**src/rtl/pc_fetch_unit.sv**
```systemverilog
// Program-counter register and instruction-fetch sequencer.
// Sequences the imem request/ack handshake, hands fetched words to decode, and applies redirects and halt.
module pc_fetch_unit #(
    parameter logic [31:0] RESET_PC = 32'd0
) (
    input  logic        clk,
    input  logic        rst,
    input  logic [31:0] pc_1,
    output logic [31:0] pc,
    output logic        imem_req,
    input  logic        imem_ack,
    input  logic [31:0] imem_rdata,
    output logic [31:0] instr,
    output logic        instr_valid,
    input  logic        instr_ready,
    input  logic        br_taken,
    input  logic [31:0] br_target,
    input  logic        halt
);

    localparam int unsigned XLEN = 32;

    localparam logic [1:0] RST_S   = 2'd0;
    localparam logic [1:0] FETCH   = 2'd1;
    localparam logic [1:0] DELIVER = 2'd2;
    localparam logic [1:0] HALTED  = 2'd3;

    logic [1:0]      state;
    logic [1:0]      state_next;
    logic [XLEN-1:0] pc_next;
    logic [XLEN-1:0] instr_next;
    logic            valid_next;
    logic            accept;

    assign accept = instr_valid & instr_ready;

    // State and output registers; imem_req is decoded from the next state so it stays a flop.
    always_ff @(posedge clk) begin
        if (rst) begin
            state       <= RST_S;
            pc          <= RESET_PC;
            instr       <= '0;
            instr_valid <= 1'b0;
            imem_req    <= 1'b0;
        end else begin
            state       <= state_next;
            pc          <= pc_next;
            instr       <= instr_next;
            instr_valid <= valid_next;
            imem_req    <= (state_next == FETCH);
        end
    end

    // Next-state decode; priority is redirect, then halt, then ack/accept.
    always_comb begin
        state_next = state;
        pc_next    = pc;
        instr_next = instr;
        valid_next = instr_valid;
        case (state)
            RST_S: begin
                state_next = FETCH;
                valid_next = 1'b0;
            end
            FETCH: begin
                if (br_taken) begin
                    pc_next    = br_target;
                    valid_next = 1'b0;
                end else if (halt) begin
                    state_next = HALTED;
                    valid_next = 1'b0;
                end else if (imem_ack) begin
                    instr_next = imem_rdata;
                    valid_next = 1'b1;
                    state_next = DELIVER;
                end
            end
            DELIVER: begin
                if (br_taken) begin
                    pc_next    = br_target;
                    valid_next = 1'b0;
                    state_next = FETCH;
                end else if (halt) begin
                    // An accept coinciding with halt still retires the instruction.
                    if (accept) begin
                        pc_next = pc_1;
                    end
                    valid_next = 1'b0;
                    state_next = HALTED;
                end else if (accept) begin
                    pc_next    = pc_1;
                    valid_next = 1'b0;
                    state_next = FETCH;
                end
            end
            default: begin
                valid_next = 1'b0;
            end
        endcase
    end

endmodule

```
**config.mk**
```make
export PLATFORM = sky130hd
export DESIGN_NAME = pc_fetch_unit
export DESIGN_NICKNAME = d
export VERILOG_FILES = /design/src/rtl/pc_fetch_unit.sv
export SDC_FILE = /design/constraint.sdc
export NUM_CORES = 1
export LEC_CHECK = 0
export CORE_ASPECT_RATIO = 0.7
export CORE_MARGIN = 4
export CORE_UTILIZATION = 38
export DETAILED_ROUTE_END_ITERATION = 7
export PLACE_DENSITY = 0.81
export RECOVER_POWER = 100
export SLEW_MARGIN = 20
export SYNTH_ARGS = -nofsm -noshare
export SYNTH_HDL_FRONTEND = slang
export SYNTH_SLANG_ARGS = --single-unit
export TNS_END_PERCENT = 50
```
**constraint.sdc**
```tcl
create_clock -name clk -period 1.8 [get_ports clk]
set_clock_uncertainty 0.15 [all_clocks]
set_input_delay 0.36 -clock clk [delete_from_list [all_inputs] [get_ports clk]]
set_output_delay 0.36 -clock clk [all_outputs]
set_load 0.01 [all_outputs]
```
==> results of run 1 <==
-- metal layers --
layer	global-route usage [%]	share of wire, %	up-vias
li1	-	-	1491
met1	21.91	41	1351
met2	33.43	48	111
met3	9.262	9.2	13
met4	5.103	1.5	0
met5	0	0	-
-- cells by family after synthesis --
family,after synthesis,synth area share (%)
and+or+nand+nor,173,23.26
AOI/OAI and AO/OA,71,23.61
DFF,68,47.66
buffers and inverters,28,5.168
xor gates and xnor gates,1,0.3067
-- sequential cells by signal, summed over array words and instances, names as in the netlist --
name         flops
imem_req         1
instr           32
instr_valid      1
pc              32
state            2
-- tightest hold or removal path, stage by stage --
cell and delay, ns:
sky130_fd_sc_hd__buf_2 0.11, sky130_fd_sc_hd__a41o_1 0.10, sky130_fd_sc_hd__nor2_1 0.04
-- worst max-delay path by stage --
stage	from	end	slack (ns)	depth (start not counted)
floorplan	rst	pc[10]$_SDFFE_PP0P_	0.35	3
finish	pc[30]$_SDFFE_PP0P_	pc[30]	0.05	1
global route	instr[2]$_SDFFE_PP0P_	instr[2]	-0.005	1
detailed placement	br_taken	pc[3]$_SDFFE_PP0P_	-0.27	6
global placement	br_taken	pc[26]$_SDFFE_PP0P_	-0.19	6
CTS	instr_valid$_SDFFE_PP0P_	instr_valid	0.002	1
-- final cells by class --
| class | instances | area (µm²) |
|---|---|---|
| Multi-Input combinational cell | 245 | 1335 |
| Timing Repair Buffer | 188 | 1831 |
| Clock inverter | 6 | 63.81 |
| Sequential cell | 68 | 1361 |
| Clock buffer | 10 | 137.6 |
| Fill cell | 613 | 2429 |
| Tap cell | 98 | 122.6 |
| Inverter | 2 | 7.507 |
-- through the flow --
stage          util (%)  cell area [µm²]  cells  setup WS [ns]
6_report          66.67             4858    617        0.04806
5_1_grt           66.67             4858    617      -0.004991
4_1_cts           67.45             4915    617       0.002219
3_5_place_dp      64.68             4713    601        -0.2655
3_3_place_gp      64.68             4713    601        -0.1897
2_1_floorplan         -             2856    341         0.3538
-- power by group through the flow --
stage | Sequential [W] | Combinational, W | Clock (W)
floorplan | 0.00171 | 0.000284 | 0
global placement | 0.00167 | 0.000766 | 0
detailed placement | 0.00167 | 0.000780 | 0
CTS | 0.00164 | 0.000784 | 0.00128
global route | 0.00165 | 0.000814 | 0.00135
finish | 0.00164 | 0.000753 | 0.00125
-- cells in the mapped netlist, types with 2 or more instances --
cell / n
sky130_fd_sc_hd__inv_1: 2
sky130_fd_sc_hd__a311oi_1: 4
sky130_fd_sc_hd__clkbuf_1: 12
sky130_fd_sc_hd__buf_6: 3
sky130_fd_sc_hd__o21ai_0: 2
sky130_fd_sc_hd__buf_2: 7
sky130_fd_sc_hd__dfxtp_1: 68
sky130_fd_sc_hd__a21oi_1: 33
sky130_fd_sc_hd__nand2_1: 129
sky130_fd_sc_hd__a311oi_2: 28
sky130_fd_sc_hd__nor2_1: 37
sky130_fd_sc_hd__buf_4: 3
sky130_fd_sc_hd__nand3_1: 2
sky130_fd_sc_hd__and3_1: 2
==> parameters.txt, run 1 <==
Parameter                              Value

Min path
  Hold crit path type    input pin to flip-flop
  Hold Path Origin    rst
  Number of cells on the worst hold path    3
  WHS Endpoint    state[0]$_SDFF_PP0_

Routing
  Detail Route Antenna Nets    0
  Via Count    2966
  Number of DRC violations after detailed routing    0
  Detail-routed net length per standard cell    14.10 µm
  Detailed Route Iter0 Violations    154
  First-pass iteration count of the detailed router    4
  Vias per inst    4.807
  Routed Wire Length    8.701 mm

Setup path
  Worst path buffer plus inverter count    1
  Family with the most delay on the worst path    buffers and inverters
  Kind of start point of the critical path    flip-flop
  Critical path data required time    1.29 ns
  Worst flop-to-flop path startpoint    state[1]$_SDFF_PP0_
  Cell Chain, Critical Path    clkdlybuf4s50_1
  Element type at the critical path end    output pin
  Delay of the slowest cell on the worst path    0.56 ns
  Type of the setup path with the least slack    flip-flop to output pin
  CP Data Arrival Time    1.24 ns
  Maximum net fanout on the critical path    2
  Capture point of the worst reg-to-reg path    pc[3]$_SDFFE_PP0P_
  Reg2Reg Depth    5
  Register-to-register path setup slack    0.15 ns
  CP max stage cell    sky130_fd_sc_hd__clkdlybuf4s50_1

Floorplanning
  Initial core utilization    39.20%
  Boundary Pins    168
  Width of the die    111.6 µm
  Row Count    26
  Placeable core region    7287 µm²
  Vertical die dimension    80.54 µm
  Die area    8990 µm²

Power
  Leakage power total    1.743 nW
  Internal Power    0.002710 W
  Share of power burned in combinational logic    20.7%
  Final total power    0.003638 W
  Clock share of power    34.3%
  Share of total power in sequential cells    45.0%
  Pwr dens    748.8 nW/µm²
  Switching power as a share of total power    25.50%
  Worst-case vdd ir drop    558.1 µV
  Net switching power    0.0009276 W

Logic synthesis
  Number of synthesized flops with an enable pin    0
  Flip-flop cell with the highest count after synthesis    sky130_fd_sc_hd__dfxtp_1
  Syn Area/Cell    8.377 µm²
  Total standard cell area after synthesis    2856 µm²
  Largest cells by area after synthesis    sky130_fd_sc_hd__dfxtp_1, sky130_fd_sc_hd__nand2_1, sky130_fd_sc_hd__a311oi_2
  Number of flip-flops and latches in the synthesized netlist    68
  Post-synthesis sequential area ratio    47.66%
  Post-synthesis instance total    341
  Fraction of registers with async set/reset    0%
  Total number of yosys warnings    0
  Cell accounting for the most synthesized area    sky130_fd_sc_hd__dfxtp_1
  Count of unique library cells instantiated by Yosys    23
  Post-Synthesis Net Count    443
  Area fraction of the dominant cell type after synthesis    47.66%

Timing
  Final setup vio count    0
  Final period utilization    97.33%
  Relative slew slack    78.42%
  Count of final max-slew check failures    0
  Time the worst path needs with I/O delays and setup    1.752 ns
  Maximum achievable frequency    0.5708 GHz
  Actual slew at the worst max-slew pin    0.3237 ns
  Worst hold margin    0.1735 ns
  Setup TNS after final layout    0 ns
  Number of endpoints with negative hold slack in the final report    0

Clock tree
  Clock insertion delay at the later pin of the skew report    0.34 ns
  Hold-fix buffer count after cts    0
  Clk sink count    68
  Num CTS Buffers    9
  CTS tree    done
  Number of levels in the clock H-tree    3
  Number of buffers between clock root and the deepest sink    2
  Cell at the root of the clock tree    sky130_fd_sc_hd__clkbuf_8
  Clk pin slew, worst setup/hold paths    0.07 ns
  Resized Gates After CTS    0
  Number of setup buffers added after CTS    0

Cells and area
  Number of nets in the finished design    616
  Fraction of layout instances using a drive strength above 1    12.72%
  Highest-count cells in the layout ignoring fill and taps    sky130_fd_sc_hd__clkdlybuf4s50_1, sky130_fd_sc_hd__nand2_1, sky130_fd_sc_hd__dfxtp_1, sky130_fd_sc_hd__nor2_1, sky130_fd_sc_hd__a21oi_1
  Most common library cell in the layout ignoring fill and taps    sky130_fd_sc_hd__clkdlybuf4s50_1
  Synth-to-layout area growth    70.08%
  Count of inserted antenna diode cells    0

Outcome
  Result of the run    finished, final reports clean

Global routing
  Number of antenna violations at the first check in global routing    0
  Maximum number of pins on one net before global-route repair    42
  Total Routing Usage GR    19.48%
  First-pass GRT wire length    14.19 mm
  Via count of the first global-routing pass    2979
  Sum of overflow across all layers after global routing    0

Placed design
  Number of I/O port buffers    167
  HPWL Detailed    6.603 mm
  Placer Congestion    0.8132

Flow run
  # Max-Cap Violations    0
Power figures use the tool's default switching activity.
==> run 2: changes to the inputs <==
--- a/config.mk
+++ b/config.mk
@@ -9,9 +9,9 @@
 export CORE_MARGIN = 4
 export CORE_UTILIZATION = 38
 export DETAILED_ROUTE_END_ITERATION = 7
+export HOLD_SLACK_MARGIN = 0.05
 export PLACE_DENSITY = 0.81
 export RECOVER_POWER = 100
-export SLEW_MARGIN = 20
 export SYNTH_ARGS = -nofsm -noshare
 export SYNTH_HDL_FRONTEND = slang
 export SYNTH_SLANG_ARGS = --single-unit
==> results of run 2 <==
No change in the layout: final DEF, timing and power equal those of run 1.
==> run 3: changes to the inputs <==
--- a/config.mk
+++ b/config.mk
@@ -7,10 +7,11 @@
 export LEC_CHECK = 0
 export CORE_ASPECT_RATIO = 0.7
 export CORE_MARGIN = 4
-export CORE_UTILIZATION = 38
+export CORE_UTILIZATION = 39
+export CTS_BUF_LIST = sky130_fd_sc_hd__clkbuf_4
 export DETAILED_ROUTE_END_ITERATION = 7
 export HOLD_SLACK_MARGIN = 0.05
-export PLACE_DENSITY = 0.81
+export PLACE_DENSITY = 0.83
 export RECOVER_POWER = 100
 export SYNTH_ARGS = -nofsm -noshare
 export SYNTH_HDL_FRONTEND = slang
==> run 3 against run 2 <==
  * Largest power group unchanged
  * Core utilization rose by 1.1 points
  * Largest cell class unchanged
  * Setup slack better by 0.091 ns
  * Via count is 3.4% higher
  * Flip-flop and latch count did not move
  * Sequential share of layout area grew 0.92 points
  * Die area decreased by 2.3%
  * Combinational power decreased by 5.0%
  * First-iteration DRC count shrank 18%
==> parameters.txt, run 3 (synthesis results as in run 1) <==
Parameter                              Value

Outcome
  Result of the run    finished, final reports clean

Power
  Clock share of power    26.0%
  Switching power as a share of total power    28.25%
  Share of power burned in combinational logic    22.5%
  Internal Power    0.002277 W
  Share of total power in sequential cells    51.5%
  Leakage power total    2.012 nW
  Worst-case vdd ir drop    378.4 µV
  Net switching power    0.0008965 W
  Pwr dens    674.6 nW/µm²

Setup path
  CP max stage cell    sky130_fd_sc_hd__dfxtp_1
  Register-to-register path setup slack    0.14 ns
  Maximum net fanout on the critical path    32
  Element type at the critical path end    flip-flop
  Reg2Reg Depth    5
  Worst flop-to-flop path startpoint    state[1]$_SDFF_PP0_
  Kind of start point of the critical path    flip-flop
  Capture point of the worst reg-to-reg path    pc[7]$_SDFFE_PP0P_
  Critical path data required time    1.95 ns
  Worst setup path startpoint    state[1]$_SDFF_PP0_
  Worst path buffer plus inverter count    1
  Cell Chain, Critical Path    nand2b_1 -> nor2_1 -> buf_12 -> nand2_1 -> a311oi_2
  Type of the setup path with the least slack    flip-flop to flip-flop
  Family with the most delay on the worst path    simple AND/OR/NAND/NOR gates
  Delay of the slowest cell on the worst path    0.43 ns
  CP Data Arrival Time    1.81 ns

Clock tree
  Num CTS Buffers    9
  Cell at the root of the clock tree    sky130_fd_sc_hd__clkbuf_4
  Clk sink count    68
  Number of levels in the clock H-tree    3
  Number of buffers between clock root and the deepest sink    2
  Clk pin slew, worst setup/hold paths    0.11 ns
  Clock insertion delay at the later pin of the skew report    0.40 ns
  CTS tree    done

Routing
  Number of DRC violations after detailed routing    0
  Routed Wire Length    8.917 mm
  Detail-routed net length per standard cell    14.50 µm
  Via Count    3066
  Vias per inst    4.985
  First-pass iteration count of the detailed router    4
  Detailed Route Iter0 Violations    127
  Detail Route Antenna Nets    0

Timing
  Relative slew slack    82.13%
  Actual slew at the worst max-slew pin    0.2661 ns
  Count of final max-slew check failures    0
  Worst hold margin    0.3098 ns
  Number of endpoints with negative hold slack in the final report    0
  Time the worst path needs with I/O delays and setup    1.661 ns
  Final setup vio count    0
  Maximum achievable frequency    0.6021 GHz
  Final period utilization    92.26%
  Setup repair after global routing missed its margin    false

Cells and area
  Most common library cell in the layout ignoring fill and taps    sky130_fd_sc_hd__nand2_1
  Layout filler cell count    597
  Final instance count without filler cells    615
  Synth-to-layout area growth    64.70%
  Fraction of layout instances using a drive strength above 1    10.75%
  Register Area    1361 µm²
  Largest registers ranked by flip-flop count    instr x32, pc x32, state x2
  Number of nets in the finished design    618
  Count of inserted antenna diode cells    0
  Combined area of the multi-input logic cells    1276 µm²
  Highest-count cells in the layout ignoring fill and taps    sky130_fd_sc_hd__nand2_1, sky130_fd_sc_hd__clkdlybuf4s50_1, sky130_fd_sc_hd__dfxtp_1, sky130_fd_sc_hd__dlygate4sd2_1, sky130_fd_sc_hd__nor2_1

Floorplanning
  Placeable core region    6944 µm²
  Width of the die    110.3 µm
  Boundary Pins    168
  Initial core utilization    41.14%
  Row Count    25
  Die area    8780 µm²
  Vertical die dimension    79.61 µm

Global routing
  Sum of overflow across all layers after global routing    0
  First-pass GRT wire length    13.69 mm
  Total Routing Usage GR    19.94%
  Via count of the first global-routing pass    2989
  Number of antenna violations at the first check in global routing    0
  Maximum number of pins on one net before global-route repair    49

Min path
  WHS Endpoint    instr[11]$_SDFFE_PP0P_
  Number of cells on the worst hold path    2
  Hold crit path type    flip-flop to flip-flop
  Hold Path Origin    instr[11]$_SDFFE_PP0P_

Flow run
  # Max-Cap Violations    0

Placed design
  HPWL Detailed    6.716 mm
  Placed Cells    598
  Placer Congestion    0.8644
  Number of I/O port buffers    167
## run 3: timing repair
action,in CTS,in global routing
resized for setup,66,0
hold endpoints to repair,1,0
hold buffers,1,0
setup buffers,0,0
setup endpoints to repair,66,0
## run 3: worst max-delay path by stage
stage,cells past startpoint,endpoint,slack [ns]
floorplan,3,pc[10]$_SDFFE_PP0P_,0.35
global placement,6,pc[20]$_SDFFE_PP0P_,-0.13
detailed placement,7,instr[25]$_SDFFE_PP0P_,-0.26
CTS,5,pc[7]$_SDFFE_PP0P_,0.17
global route,5,pc[3]$_SDFFE_PP0P_,0.03
finish,5,pc[7]$_SDFFE_PP0P_,0.14
## run 3: cell type report
cell class | count | share of cell area (%)
sequential | 68 | 28.94
clock buffer | 9 | 1.436
inverter | 2 | 0.1596
tap | 94 | 2.500
multi-input combinational | 245 | 27.13
clock inverter | 7 | 0.9309
timing repair buffer | 190 | 38.91
## run 3: metrics by stage
step                setup slack [ns]  area [µm²]  util, %  power [W]  TNS (ns)
floorplan                     0.3538        2856        -   0.001991         0
global placement             -0.1329        4741    68.27   0.002449    -7.081
detailed placement           -0.2596        4741    68.27   0.002467    -12.37
CTS                           0.1680        4780    68.83   0.003237         0
global route                 0.03273        4705    67.75   0.003345         0
finish                        0.1393        4705    67.75   0.003174         0
## run 3: worst reg2reg max path, cell delays in order, from the launching register on
cell and delay (ns):
sky130_fd_sc_hd__dfxtp_1 0.43, sky130_fd_sc_hd__nand2b_1 0.16, sky130_fd_sc_hd__nor2_1 0.24, sky130_fd_sc_hd__buf_12 0.23
sky130_fd_sc_hd__nand2_1 0.10, sky130_fd_sc_hd__a311oi_2 0.25
## run 3: per-layer routing
metal  share of wire [%]  track usage, %
met5                   0               0
met4                 1.6           6.888
met3                  10           8.003
met2                  49           35.05
met1                  39           21.68
## run 3: power by group through the flow
stage / Clock, W / Combinational [W] / Sequential, W
finish: 0.000825 / 0.000715 / 0.00163
CTS: 0.000857 / 0.000745 / 0.00163
global placement: 0 / 0.000782 / 0.00167
global route: 0.000931 / 0.000771 / 0.00164
floorplan: 0 / 0.000284 / 0.00171
detailed placement: 0 / 0.000796 / 0.00167
